===== src/rtl/uart_bridge_pkg.sv =====
// uart_bridge_pkg
// Shared constants and state encoding for the UART command bridge.
// Contents:
//   SYNC_DEFAULT          default frame start marker
//   OP_WRITE / OP_READ    command opcodes ('W' / 'R')
//   RSP_OK / RSP_ERR      response codes ('K' / 'E')
//   state_t               bridge FSM state encoding
package uart_bridge_pkg;

  localparam logic [7:0] SYNC_DEFAULT = 8'hA5;

  localparam logic [7:0] OP_WRITE = 8'h57;
  localparam logic [7:0] OP_READ  = 8'h52;

  localparam logic [7:0] RSP_OK  = 8'h4B;
  localparam logic [7:0] RSP_ERR = 8'h45;

  typedef enum logic [2:0] {
    ST_IDLE,
    ST_CMD,
    ST_ADDR,
    ST_DATA,
    ST_EXEC,
    ST_RDWAIT,
    ST_RESP
  } state_t;

endpackage


===== src/rtl/uart_cmd_bridge.sv =====
// uart_cmd_bridge
// Turns framed byte commands from a UART receiver into single register
// accesses and returns one response byte to the UART transmitter.
// Frame: SYNC, opcode ('W' or 'R'), address, [write data].
// Ports:
//   CLK, rst            clock, asynchronous active-high reset
//   rx_data, rx_valid   received byte and its one-cycle strobe
//   tx_data, tx_valid   response byte, held until tx_ready
//   tx_ready            transmitter accepts the byte
//   reg_addr, reg_wdata register address / write data (held between frames)
//   reg_we, reg_re      one-cycle register write / read strobes
//   reg_rdata           read data, valid the cycle after reg_re
//   busy                high whenever a frame or response is in progress
//   rx_drop             pulse when a byte arrives while it cannot be taken
module uart_cmd_bridge
  import uart_bridge_pkg::*;
#(
  parameter logic [7:0]  SYNC_BYTE   = SYNC_DEFAULT,
  parameter int unsigned TIMEOUT_CYC = 1_000_000
) (
  input  logic       CLK,
  input  logic       rst,
  input  logic [7:0] rx_data,
  input  logic       rx_valid,
  output logic [7:0] tx_data,
  output logic       tx_valid,
  input  logic       tx_ready,
  output logic [7:0] reg_addr,
  output logic [7:0] reg_wdata,
  output logic       reg_we,
  output logic       reg_re,
  input  logic [7:0] reg_rdata,
  output logic       busy,
  output logic       rx_drop
);

  localparam int unsigned CNT_W = (TIMEOUT_CYC < 1) ? 1 : $clog2(TIMEOUT_CYC + 1);
  // Last counter value before the idle limit is reached; one more empty
  // cycle from here abandons the frame.
  localparam logic [CNT_W-1:0] CNT_LAST = CNT_W'(TIMEOUT_CYC - 1);

  state_t           state_q, state_d;
  logic             is_wr_q, is_wr_d;
  logic [CNT_W-1:0] cnt_q, cnt_d;
  logic [7:0]       tx_data_q, tx_data_d;
  logic             tx_valid_q, tx_valid_d;
  logic [7:0]       reg_addr_q, reg_addr_d;
  logic [7:0]       reg_wdata_q, reg_wdata_d;
  logic             reg_we_q, reg_we_d;
  logic             reg_re_q, reg_re_d;
  logic             busy_q, busy_d;
  logic             rx_drop_q, rx_drop_d;
  logic             byte_phase;

  // Next-state logic. Every output is a flop, so strobes are set on the edge
  // that enters the state in which they must be visible (reg_we/reg_re are
  // high during EXEC, tx_valid during RESP).
  always_comb begin
    state_d     = state_q;
    is_wr_d     = is_wr_q;
    cnt_d       = '0;
    tx_data_d   = tx_data_q;
    tx_valid_d  = tx_valid_q;
    reg_addr_d  = reg_addr_q;
    reg_wdata_d = reg_wdata_q;
    reg_we_d    = 1'b0;
    reg_re_d    = 1'b0;
    rx_drop_d   = 1'b0;
    byte_phase  = state_q inside {ST_CMD, ST_ADDR, ST_DATA};

    case (state_q)
      ST_IDLE: begin
        if (rx_valid && (rx_data == SYNC_BYTE)) begin
          state_d = ST_CMD;
        end
      end
      ST_CMD: begin
        if (rx_valid) begin
          if ((rx_data == OP_WRITE) || (rx_data == OP_READ)) begin
            is_wr_d = (rx_data == OP_WRITE);
            state_d = ST_ADDR;
          end else begin
            tx_data_d  = RSP_ERR;
            tx_valid_d = 1'b1;
            state_d    = ST_RESP;
          end
        end
      end
      ST_ADDR: begin
        if (rx_valid) begin
          reg_addr_d = rx_data;
          if (is_wr_q) begin
            state_d = ST_DATA;
          end else begin
            reg_re_d = 1'b1;
            state_d  = ST_EXEC;
          end
        end
      end
      ST_DATA: begin
        if (rx_valid) begin
          reg_wdata_d = rx_data;
          reg_we_d    = 1'b1;
          state_d     = ST_EXEC;
        end
      end
      ST_EXEC: begin
        if (is_wr_q) begin
          tx_data_d  = RSP_OK;
          tx_valid_d = 1'b1;
          state_d    = ST_RESP;
        end else begin
          state_d = ST_RDWAIT;
        end
      end
      ST_RDWAIT: begin
        tx_data_d  = reg_rdata;
        tx_valid_d = 1'b1;
        state_d    = ST_RESP;
      end
      ST_RESP: begin
        if (tx_ready) begin
          tx_valid_d = 1'b0;
          state_d    = ST_IDLE;
        end
      end
      default: begin
        tx_valid_d = 1'b0;
        state_d    = ST_IDLE;
      end
    endcase

    // Inter-byte idle timer. An arriving byte leaves cnt_d at zero and wins
    // over an expiring count; the counter stops at the limit and never wraps.
    if (byte_phase && !rx_valid) begin
      if (cnt_q >= CNT_LAST) begin
        state_d = ST_IDLE;
      end else begin
        cnt_d = cnt_q + CNT_W'(1);
      end
    end

    rx_drop_d = rx_valid && (state_q inside {ST_EXEC, ST_RDWAIT, ST_RESP});
    busy_d    = (state_d != ST_IDLE);
  end

  // Single state/output register bank with asynchronous reset.
  always_ff @(posedge CLK or posedge rst) begin
    if (rst) begin
      state_q     <= ST_IDLE;
      is_wr_q     <= 1'b0;
      cnt_q       <= '0;
      tx_data_q   <= 8'h00;
      tx_valid_q  <= 1'b0;
      reg_addr_q  <= 8'h00;
      reg_wdata_q <= 8'h00;
      reg_we_q    <= 1'b0;
      reg_re_q    <= 1'b0;
      busy_q      <= 1'b0;
      rx_drop_q   <= 1'b0;
    end else begin
      state_q     <= state_d;
      is_wr_q     <= is_wr_d;
      cnt_q       <= cnt_d;
      tx_data_q   <= tx_data_d;
      tx_valid_q  <= tx_valid_d;
      reg_addr_q  <= reg_addr_d;
      reg_wdata_q <= reg_wdata_d;
      reg_we_q    <= reg_we_d;
      reg_re_q    <= reg_re_d;
      busy_q      <= busy_d;
      rx_drop_q   <= rx_drop_d;
    end
  end

  assign tx_data   = tx_data_q;
  assign tx_valid  = tx_valid_q;
  assign reg_addr  = reg_addr_q;
  assign reg_wdata = reg_wdata_q;
  assign reg_we    = reg_we_q;
  assign reg_re    = reg_re_q;
  assign busy      = busy_q;
  assign rx_drop   = rx_drop_q;

endmodule


===== config.mk =====
export PLATFORM = sky130hd
export DESIGN_NAME = uart_cmd_bridge
export DESIGN_NICKNAME = d
export VERILOG_FILES = /design/src/rtl/uart_bridge_pkg.sv /design/src/rtl/uart_cmd_bridge.sv
export SDC_FILE = /design/constraint.sdc
export NUM_CORES = 1
export LEC_CHECK = 0
export BUFFER_PORTS_ARGS = -buffer_cell sky130_fd_sc_hd__buf_2
export CAP_MARGIN = 30
export CORE_ASPECT_RATIO = 0.5
export CORE_MARGIN = 2
export CORE_UTILIZATION = 54
export CTS_BUF_LIST = sky130_fd_sc_hd__clkbuf_16
export CTS_CLUSTER_SIZE = 16
export DETAILED_ROUTE_END_ITERATION = 8
export GPL_ROUTABILITY_DRIVEN = 0
export PLACE_DENSITY = 0.78
export SLEW_MARGIN = 40
export SYNTH_ARGS = -nofsm -noshare
export SYNTH_HDL_FRONTEND = slang
export SYNTH_SLANG_ARGS = --single-unit

===== constraint.sdc =====
create_clock -name CLK -period 1.9 [get_ports CLK]
set_input_delay 0.095 -clock CLK [delete_from_list [all_inputs] [get_ports CLK]]
set_output_delay 0.095 -clock CLK [all_outputs]
set_load 0.02 [all_outputs]

==> results of run 1 <==
==> registers in the layout, summed over array words and instances, names as in the netlist, 3 cells and up <==
register,count
cnt_q,20
reg_addr,8
reg_wdata,8
state_q,3
tx_data,8
==> power by group <==
part           internal (W)  switching (W)  leakage, nW
registers           0.00144       0.000205        0.684
clock network      0.000480       0.000398       0.0748
logic              0.000672       0.000907        0.631
total               0.00259        0.00151         1.39
==> per-layer routing <==
metal / vias to the layer above / part of all wire / global-route usage / wire length (um)
met5: - / 0 / 0 / 0
met2: 41 / 0.48 / 0.3613 / 2485
met3: 4 / 0.035 / 0.04167 / 184
li1: 931 / - / - / -
met1: 942 / 0.48 / 0.2995 / 2509
met4: 0 / 0.0090 / 0.05708 / 47
==> area by class of cell <==
| cell class | count | area, um2 | area share |
|---|---|---|---|
| Timing Repair Buffer | 58 | 321.6 | 0.1070 |
| Tap cell | 57 | 71.32 | 0.02373 |
| Multi-Input combinational cell | 168 | 1121 | 0.3730 |
| Clock inverter | 3 | 13.76 | 0.004580 |
| Clock buffer | 5 | 125.1 | 0.04163 |
| Sequential cell | 53 | 1326 | 0.4413 |
| Inverter | 7 | 26.28 | 0.008743 |
==> worst paths after layout <==
check	end	startpoint	slack (ps)	cells after the start
setup reg to reg	cnt_q[11]	cnt_q[0]	150	7
hold / removal	tx_data[5]	reg_rdata[5]	30	2
setup / recovery	cnt_q[11]	cnt_q[0]	150	7
min in group asynchronous	cnt_q[10]	rst	380	3
hold reg to reg	cnt_q[0]	cnt_q[0]	490	1
max in group asynchronous	is_wr_q	rst	900	4
==> synthesized netlist by cell type (2+ instances only) <==
| cell type | instances | area share |
|---|---|---|
| nor2_1 | 31 | 0.047 |
| a21oi_1 | 7 | 0.014 |
| a31oi_1 | 2 | 0.0050 |
| nor2b_1 | 2 | 0.0050 |
| nor4_1 | 2 | 0.0050 |
| o21ai_0 | 5 | 0.010 |
| nand4_1 | 2 | 0.0050 |
| buf_2 | 4 | 0.0080 |
| nand2_1 | 21 | 0.032 |
| mux2_2 | 18 | 0.081 |
| nand2b_1 | 2 | 0.0050 |
| a22o_2 | 3 | 0.012 |
| nor3_1 | 4 | 0.0080 |
| xor2_1 | 12 | 0.042 |
| xnor2_1 | 6 | 0.021 |
| dfrtp_1 | 53 | 0.53 |
| and2_1 | 3 | 0.0075 |
| nand3b_1 | 4 | 0.012 |
| inv_1 | 7 | 0.011 |
| nand3_1 | 11 | 0.022 |
| and3_1 | 4 | 0.010 |
| clkbuf_1 | 3 | 0.0045 |
| a211oi_1 | 2 | 0.0060 |
| o21a_1 | 3 | 0.0090 |
| nor3b_1 | 2 | 0.0060 |
==> cells by family (layout without fill, tap and decap cells) <==
group | after synthesis | count (layout) | synth area share
multiplexers | 18 | 18 | 0.08124
adder cells (fa/ha/maj) | 1 | 1 | 0.005014
flip-flops | 53 | 53 | 0.5316
AO/OA/AOI/OAI | 34 | 34 | 0.09880
AND/OR/NAND/NOR | 97 | 97 | 0.1971
XOR/XNOR | 18 | 18 | 0.06319
buffers and inverters | 14 | 73 | 0.02307
==> layout by cell type, fill, tap and decap left out, types with 2 or more instances in the layout <==
| cell | synthesis | final |
|---|---|---|
| and3_1 | 4 | 4 |
| clkinv_2 | 0 | 2 |
| buf_2 | 4 | 48 |
| a211oi_2 | 1 | 2 |
| nor2_1 | 31 | 31 |
| inv_1 | 7 | 7 |
| xnor2_1 | 6 | 6 |
| nor4_1 | 2 | 2 |
| nand2_1 | 21 | 21 |
| a22o_2 | 3 | 3 |
| nand4_1 | 2 | 2 |
| nand3_1 | 11 | 11 |
| buf_4 | 0 | 8 |
| a21oi_1 | 7 | 7 |
| clkbuf_16 | 0 | 5 |
| o21ai_0 | 5 | 5 |
| xor2_1 | 12 | 12 |
| nor2b_1 | 2 | 2 |
| dfrtp_1 | 53 | 53 |
| o21a_1 | 3 | 3 |
| a31oi_1 | 2 | 2 |
| and2_1 | 3 | 3 |
| nor3b_1 | 2 | 2 |
| mux2_2 | 18 | 18 |
| nor3_1 | 4 | 4 |
| nand3b_1 | 4 | 4 |
| nand2b_1 | 2 | 2 |
==> what timing repair did <==
action,4_1_cts,5_1_grt
hold endpoints to repair,23,0
resized for setup,0,3
hold buffers,1,0
endpoints found under the setup margin,0,20
==> per-stage QoR <==
stage / setup WS [ps] / hold slack [ps] / util
floorplan: 326.7 / 214.2 / -
global placement: 213.4 / 149.2 / 0.6425
detailed placement: 107.5 / 162.7 / 0.6425
CTS: 55.95 / 34.69 / 0.6762
global route: -29.33 / 38.54 / 0.6793
finish: 147.1 / 34.17 / 0.6793
==> worst max-delay path: cells and delay by family, from the launching register on <==
family          cells  cell delay (ps)
compound gates      3              570
fa+ha+maj           1              250
buf+inv             1              200
flops               1              410
simple gates        2              240
==> qor.txt, run 1 <==
Outcome = finished, final reports clean
# rows = 17
Number of clock sinks = 53
Mapped Cells = 235
Gr usage total = 0.2181
Final slew viol count = 0
Synthesized Nets = 256
Setup bufs post-CTS = 0
Post-synth EDFFs = 0
CTS tree = done
Critical path data arrival time = 1970 ps
TNS Setup = 0 ps
# DRC = 0
Worst Tran Pin Value = 525.1 ps
Post-synthesis sequential area ratio = 0.5316
First-pass GRT wire length = 8838 um
Worst path required time = 2110 ps
Worst setup EP type = flop
Power per cell area = 1364 mW/mm2
Mean area per synthesized cell = 10.62 um2
Design Power = 0.004101 W
Critical path type = reg -> reg
Antenna-violating nets left = 0
Clk Latency, worst-skew pair = 290 ps
Root buffer cell = clkbuf_16
IO buf count = 48
Synthesized flop and latch total = 53
Peak supply drop = 0.5990 mV
# fillers = 347
Fmax = 570.5 MHz
Final Hold Fails = 0
Top_reg_cell synth = dfrtp_1
Post-synth ARST share = 1.000
Endpoints failing setup = 0
Relative slew slack = 0.6494
Initial core utilization = 0.5639
Layout cells sized above 1 = 0.3231
Die Y = 52.07 um
Leakage = 1.390 nW
Post-route minimum period = 1753 ps
Longest Clk Path Bufs = 2
CP max stage cell = dfrtp_1
Iteration-0 DRC Markers = 111
Distinct cells, synth = 47
CP peak stage delay = 410 ps
Post-DR vias/cell = 5.464
Die area = 0.005213 mm2
Max H-tree Level = 2
Antenna Cells = 0
Worst-path clk slew = 70 ps
Initial antenna violation count = 0
Chip Width = 100.1 um
Non-Filler Instances = 351
Total global routing overflow = 0
# IOs = 49
CP Cell Sequence = ha_1, nand2_1, o21ai_0, a211oi_2, o2111ai_1, buf_6, nor2_1
Final instance area = 0.003005 mm2
Avg WL per Cell = 14.89 um
Core region area = 0.004424 mm2
Max Cap Violations = 0
CP startpoint kind = flop
Period utilisation layout = 0.9226
P&R area growth vs syn = 20.46%
Number of global-route vias before repair = 1880
Worst min path class = in -> reg
Setup Skew = 6.250 ps
Pre-antenna DRT Iters = 4
Layout Nets = 314
Final HPWL DP = 3643 um
DRT Wirelength = 5227 um
Synth warnings = 0
Mapped Area = 0.002495 mm2
Pin count of the biggest net entering global routing = 26
Placed Cells = 342
Post-DP Area = 0.002843 mm2
CP Max Fanout = 20
Inserted Clock Buffers = 5
Via Count = 1918
No activity file was read; power rests on OpenSTA's default activity.
==> run 2: changes to the inputs <==
- ABC_AREA: default -> 1
- CORE_UTILIZATION: 54 -> 55
- PLACE_DENSITY: 0.78 -> 0.79
==> run 2 against run 1 <==
Cell count up 25%. Global-route usage up 1.7 points. Sequential share of layout area down 0.62 points. Synthesized cell count up 38%. Area after synthesis up 3.3%. Critical endpoint is now busy. Largest power group unchanged.
==> qor.txt, run 2 <==
Worst min path class = in -> reg
Met1 Use GR = 0.2941 (-0.005362)
Pin count of the biggest net entering global routing = 30 (+15%)
GRT busiest layer = met2
Count leader, synth = nand2_1
Antenna Cells = 0 (unchanged)
Number of global-route vias before repair = 2219 (+18%)
Final Hold Fails = 0 (unchanged)
DRT Wirelength = 5311 um (+1.6%)
Relative slew slack = 0.6470 (-0.002398)
Worst-path clk slew = 60 ps (about the same)
Worst setup path start = cnt_q[0]
Critical path data arrival time = 1720 ps (-250 ps)
CP peak stage delay = 370 ps (-40 ps)
Peak supply drop = 0.8007 mV (+34%)
Clk Latency, worst-skew pair = 280 ps (about the same)
Gr usage total = 0.2348 (+0.01664)
Most common cell after layout, fill and taps aside = nand2_1
Endpoints failing setup = 0 (unchanged)
First-pass GRT wire length = 9625 um (+8.9%)
Initial core utilization = 0.5798 (+0.01588)
Synthesized Nets = 345 (+35%)
Main area contributors after synthesis = dfrtp_1, nand2_1, nor2_1
Max H-tree Level = 2 (unchanged)
Mapped Cells = 324 (+38%)
List of most frequent post-synthesis cells = nand2_1, dfrtp_1, nor2_1, inv_1, o21ai_0
Mean area per synthesized cell = 7.955 um2 (-25%)
Root buffer cell = clkbuf_16
Post-synthesis sequential area ratio = 0.5146 (-0.01703)
P&R area growth vs syn = 18.25%
Die Y = 52.41 um (+0.65%)
Distinct cells, synth = 26 (-45%)
Outcome = finished, final reports clean
# DRC = 0 (unchanged)
Worst Tran Pin Value = 528.7 ps (+3.593 ps)
Max Cap Violations = 0 (unchanged)
Largest Register = cnt_q
Synth warnings = 0 (unchanged)
Total global routing overflow = 0 (unchanged)
Number of clock sinks = 53 (unchanged)
# rows = 17 (unchanged)
Layout cells sized above 1 = 0.1711 (-0.1521)
Layout Nets = 401 (+28%)
Initial antenna violation count = 0 (unchanged)
Mapped Area = 0.002577 mm2 (+3.3%)
Post-Route Utilization = 0.6856 (+0.006319)
IO buf count = 48 (unchanged)
CP max stage cell = dfrtp_1
Met3 global-route usage = 0.06000 (+0.01833)
Met2 Use GR = 0.4011 (+0.03981)
Iteration-0 DRC Markers = 80 (-28%)
TNS Setup = 0 ps (unchanged)
Inserted Clock Buffers = 5 (unchanged)
Post-place setup slack = 345.7 ps (+238.2 ps)
Top_reg_cell synth = dfrtp_1
Post-route minimum period = 1549 ps (-204.2 ps)
Setup bufs post-CTS = 0 (unchanged)
Area of the multi-input gates = 0.001071 mm2 (-4.5%)
Via Count = 2196 (+14%)
Setup WS post-layout = 351.3 ps (+204.2 ps)
Reg-to-Reg Start = cnt_q[0]
Pre-antenna DRT Iters = 4 (unchanged)
Worst setup EP type = flop
Post-DR vias/cell = 5.025 (-8.0%)
Largest area contributor in the netlist = dfrtp_1
Worst hold path startpoint = reg_rdata[4]
Setup Skew = 4.166 ps (-2.084 ps)
Chip Width = 100.8 um (+0.68%)
Design Power = 0.004001 W (-2.4%)
Post-synth EDFFs = 0 (unchanged)
Unrepaired setup endpoints after global routing = no
Worst path required time = 2070 ps (-40 ps)
Synthesized flop and latch total = 53 (unchanged)
Antenna-violating nets left = 0 (unchanged)
Final slew viol count = 0 (unchanged)
Leakage = 1.591 nW (+14%)
Post-synth ARST share = 1.000 (unchanged)
Core region area = 0.004446 mm2 (+0.48%)
Power per cell area = 1313 mW/mm2 (-3.8%)
# fillers = 363 (+4.6%)
CP Max Fanout = 3 (-85%)
Fmax = 645.7 MHz (+13%)
Longest Clk Path Bufs = 2 (unchanged)
Avg WL per Cell = 12.15 um (-18%)
Seq. cell area = 0.001326 mm2 (unchanged)
# IOs = 49 (unchanged)
CP Cell Sequence = ha_1, inv_1, nor3_2, nand3_1, nand3_1, nand2_1, o21ai_0, nand2_1
Die area = 0.005283 mm2 (+1.3%)
Most frequent cells in the layout = nand2_1, dfrtp_1, nor2_1, buf_2, inv_1
Post-synth top area share = 0.5146 (-0.01703)
Critical path type = reg -> reg
CP startpoint kind = flop
Number of flip-flops in the largest register = 20 (unchanged)
Final HPWL DP = 3849 um (+5.6%)
Period utilisation layout = 0.8151 (-0.1075)
Worst hold margin = 21.32 ps (-12.85 ps)
CTS tree = done
[run 2: path summary, 6_finish.rpt]
path / endpoint / slack, ps / depth (start not counted)
max: busy / 350 / 8
min: tx_data[4] / 20 / 3
max reg2reg: busy / 350 / 8
min reg2reg: cnt_q[0] / 470 / 1
max in group asynchronous: tx_data[1] / 970 / 4
min in group asynchronous: rx_drop / 400 / 3
[run 2: routing by layer]
metal	wire (um)	vias to the layer above
met2	2553	47
met5	0	-
met1	2462	1014
met3	252	4
met4	42	0
li1	-	1131
[run 2: what timing repair did]
action                    in CTS  in global routing
resized for setup              0                  0
hold endpoints to repair      24                  0
hold buffers                   1                  0
[run 2: final cells by class]
class                   instances  share of cell area
multi-input cells             225              0.3514
clock inverters                 2            0.002463
well taps                      57             0.02340
repair buffers                 52             0.09360
inverters                      43             0.05296
clock buffers                   5             0.04105
flip-flops and latches         53              0.4351
[run 2: kinds of logic after synthesis]
group           after synthesis  share of synthesized area
simple gates                176                     0.2971
flops                        53                     0.5146
buf+inv                      46                    0.06990
compound gates               35                    0.06942
xor+xnor                     13                    0.04418
fa+ha+maj                     1                   0.004854
[run 2: per-stage QoR]
stage               instance area, um2  instances
floorplan                         2577        324
global placement                  2905        429
detailed placement                2905        429
CTS                               3048        437
global route                      3048        437
finish                            3048        437
[run 2: power by group]
group | switching (W) | internal (W)
clock network | 0.000372 | 0.000472
logic | 0.00102 | 0.000497
registers | 0.000191 | 0.00145
[run 2: critical path: cells and delay by family, from the launching register on]
| family | cells | cell delay, ps |
|---|---|---|
| buffers and inverters | 1 | 80 |
| adders and majority gates | 1 | 190 |
| AOI/OAI and AO/OA | 1 | 70 |
| and+or+nand+nor | 5 | 720 |
| DFF | 1 | 370 |
==> run 3: changes to the inputs <==
- clock period: 1.9 -> 1.6 ns (I/O delays scaled with it)
==> run 3 against run 2 <==
Worst hold slack got worse by 5.6 ps. Count of clock-buffer cells in the layout is the same. Design area grew 1.6%. Clock skew increased by 1.1 ps. Clock power grew 20%. Register-to-register slack lost 230 ps. Via count is 1.2% higher. Wire length is 2.7% higher. Worst setup slack worse by 230 ps. Flip-flop and latch count unchanged. Sequential share of layout area is 0.63 points lower. Combinational power increased by 24%. Critical endpoint is now cnt_q[14]. Largest cell class unchanged.
==> qor.txt, run 3 (same netlist as run 2, synthesis figures left out) <==
Relative slew slack = 0.7571 (+0.1101)
Layout Nets = 405 (+1.0%)
Antenna Cells = 0 (unchanged)
Setup WS post-layout = 124.5 ps (-226.8 ps)
Pint = 0.002894 W (+20%)
First-pass GRT wire length = 9266 um (-3.7%)
Post-DR vias/cell = 5.039 (+0.27%)
Reg power frac = 0.402 (-0.007)
Unrepaired setup endpoints after global routing = yes
Layout cells sized above 1 = 0.1927 (+0.02166)
Iteration-0 DRC Markers = 91 (+14%)
Pin count of the biggest net entering global routing = 30 (unchanged)
Setup bufs post-CTS = 0 (unchanged)
Pre-antenna DRT Iters = 5 (+1)
Worst path required time = 1770 ps (-300 ps)
Comb power frac = 0.389 (+0.009)
Worst-path clk slew = 60 ps (about the same)
IO buf count = 48 (unchanged)
Setup Skew = 5.229 ps (+1.063 ps)
Core region area = 0.004446 mm2 (unchanged)
Via Count = 2222 (+1.2%)
# DRC = 0 (unchanged)
WL met1 = 2540 um (+3.2%)
Peak supply drop = 1.234 mV (+54%)
Max H-tree Level = 2 (unchanged)
Largest Register = cnt_q
Initial core utilization = 0.5798 (unchanged)
Final HPWL DP = 3970 um (+3.2%)
Worst hold path startpoint = reg_rdata[4]
Root buffer cell = clkbuf_16
Leakage = 1.621 nW (+1.9%)
Outcome = finished, final reports clean
DR top layer = met4
CP Max Fanout = 3 (unchanged)
DRT Wirelength = 5453 um (+2.7%)
Sw Ratio = 0.4005 (+0.004169)
Antenna-violating nets left = 0 (unchanged)
P&R area growth vs syn = 20.10%
Inserted Clock Buffers = 5 (unchanged)
Reg-to-Reg Start = cnt_q[0]
Critical path type = reg -> reg
Gr usage total = 0.2248 (-0.009962)
Worst setup EP type = flop
Worst Tran Pin Value = 364.3 ps (-164.4 ps)
Power per cell area = 1559 mW/mm2 (+19%)
Most common cell after layout, fill and taps aside = nand2_1
CP peak stage delay = 370 ps (about the same)
CP Cell Sequence = ha_2, inv_1, nor3_4, buf_4, inv_1, nor2_1, xor2_1, nor2_1
Period utilisation layout = 0.9222 (+0.1071)
Longest Clk Path Bufs = 2 (unchanged)
CP max stage cell = dfrtp_1
Hold depth = 3 (unchanged)
Final Hold Fails = 0 (unchanged)
Endpoints failing setup = 0 (unchanged)
CP startpoint kind = flop
Number of global-route vias before repair = 2139 (-3.6%)
Fmax = 677.7 MHz (+5.0%)
Final slew viol count = 0 (unchanged)
Worst reg2reg path depth = 8 (unchanged)
Die area = 0.005283 mm2 (unchanged)
CTS tree = done
Worst setup path start = cnt_q[0]
Die Y = 52.41 um (unchanged)
Worst min path class = in -> reg
# IOs = 49 (unchanged)
Post-place setup slack = 70.12 ps (-275.6 ps)
# rows = 17 (unchanged)
Clock network power share = 0.209 (-0.002)
Met3 Wirelength = 229 um (-9.1%)
Max Cap Violations = 0 (unchanged)
Critical path data arrival time = 1640 ps (-80 ps)
Chip Width = 100.8 um (unchanged)
Initial antenna violation count = 0 (unchanged)
Clk Latency, worst-skew pair = 290 ps (about the same)
Routed wl met2 = 2646 um (+3.6%)
Total global routing overflow = 0 (unchanged)
Avg WL per Cell = 12.37 um (+1.7%)
Worst hold margin = 15.72 ps (-5.606 ps)
Switching pwr = 0.001934 W (+22%)
Most frequent cells in the layout = nand2_1, dfrtp_1, nor2_1, buf_2, inv_1
Post-route minimum period = 1476 ps (-73.18 ps)
Number of flip-flops in the largest register = 20 (unchanged)
Number of clock sinks = 53 (unchanged)
-- run 3: through the flow --
step,cells,setup TNS [ps],utilization,instance area [um2],power (W)
after global routing,441,-2.615,0.6963,3095,0.005140
after global placement,433,0,0.6575,2923,0.003725
after detailed placement,433,0,0.6575,2923,0.003806
after floorplan,324,0,-,2577,0.003195
final,441,0,0.6963,3095,0.004827
after CTS,441,0,0.6896,3065,0.004827
-- run 3: metal layers --
layer / vias to the layer above / GRT usage
met5: - / 0
li1: 1137 / -
met3: 6 / 0.05467
met4: 0 / 0.05023
met2: 42 / 0.3956
met1: 1037 / 0.2861
-- run 3: worst paths after layout --
path                                   end  slack [ps]
worst max-delay path             cnt_q[14]         120
worst min-delay path            tx_data[4]          20
worst max register to register   cnt_q[14]         120
worst min register to register  tx_data[3]         460
max in group asynchronous       state_q[1]         900
min in group asynchronous          rx_drop         380
-- run 3: cell type report --
| type | instances | area, um2 |
|---|---|---|
| repair buffers | 56 | 302.8 |
| flip-flops and latches | 53 | 1328 |
| clock inverters | 2 | 7.507 |
| clock buffers | 5 | 125.1 |
| fillers | 356 | 1350 |
| inverters | 43 | 161.4 |
| well taps | 57 | 71.32 |
| multi-input cells | 225 | 1100 |
-- run 3: power by group through the flow --
stage	registers, W	clock network (W)	logic (W)
2_1_floorplan	0.00235	0	0.000841
3_3_place_gp	0.00193	0	0.00179
3_5_place_dp	0.00195	0	0.00186
4_1_cts	0.00194	0.00102	0.00187
5_1_grt	0.00199	0.00107	0.00208
6_report	0.00194	0.00101	0.00188
-- run 3: repair_timing --
action | in CTS | in global routing
hold buffers | 1 | 0
endpoints found under the setup margin | 0 | 27
endpoints found under the hold margin | 53 | 0
resized for setup | 0 | 7
-- run 3: critical path: cells and delay by family (launching register included) --
| kind | cells | cell delay [ps] |
|---|---|---|
| flip-flops | 1 | 370 |
| buffers and inverters | 3 | 250 |
| adder cells (fa/ha/maj) | 1 | 200 |
| XOR/XNOR | 1 | 160 |
| AND/OR/NAND/NOR | 3 | 380 |
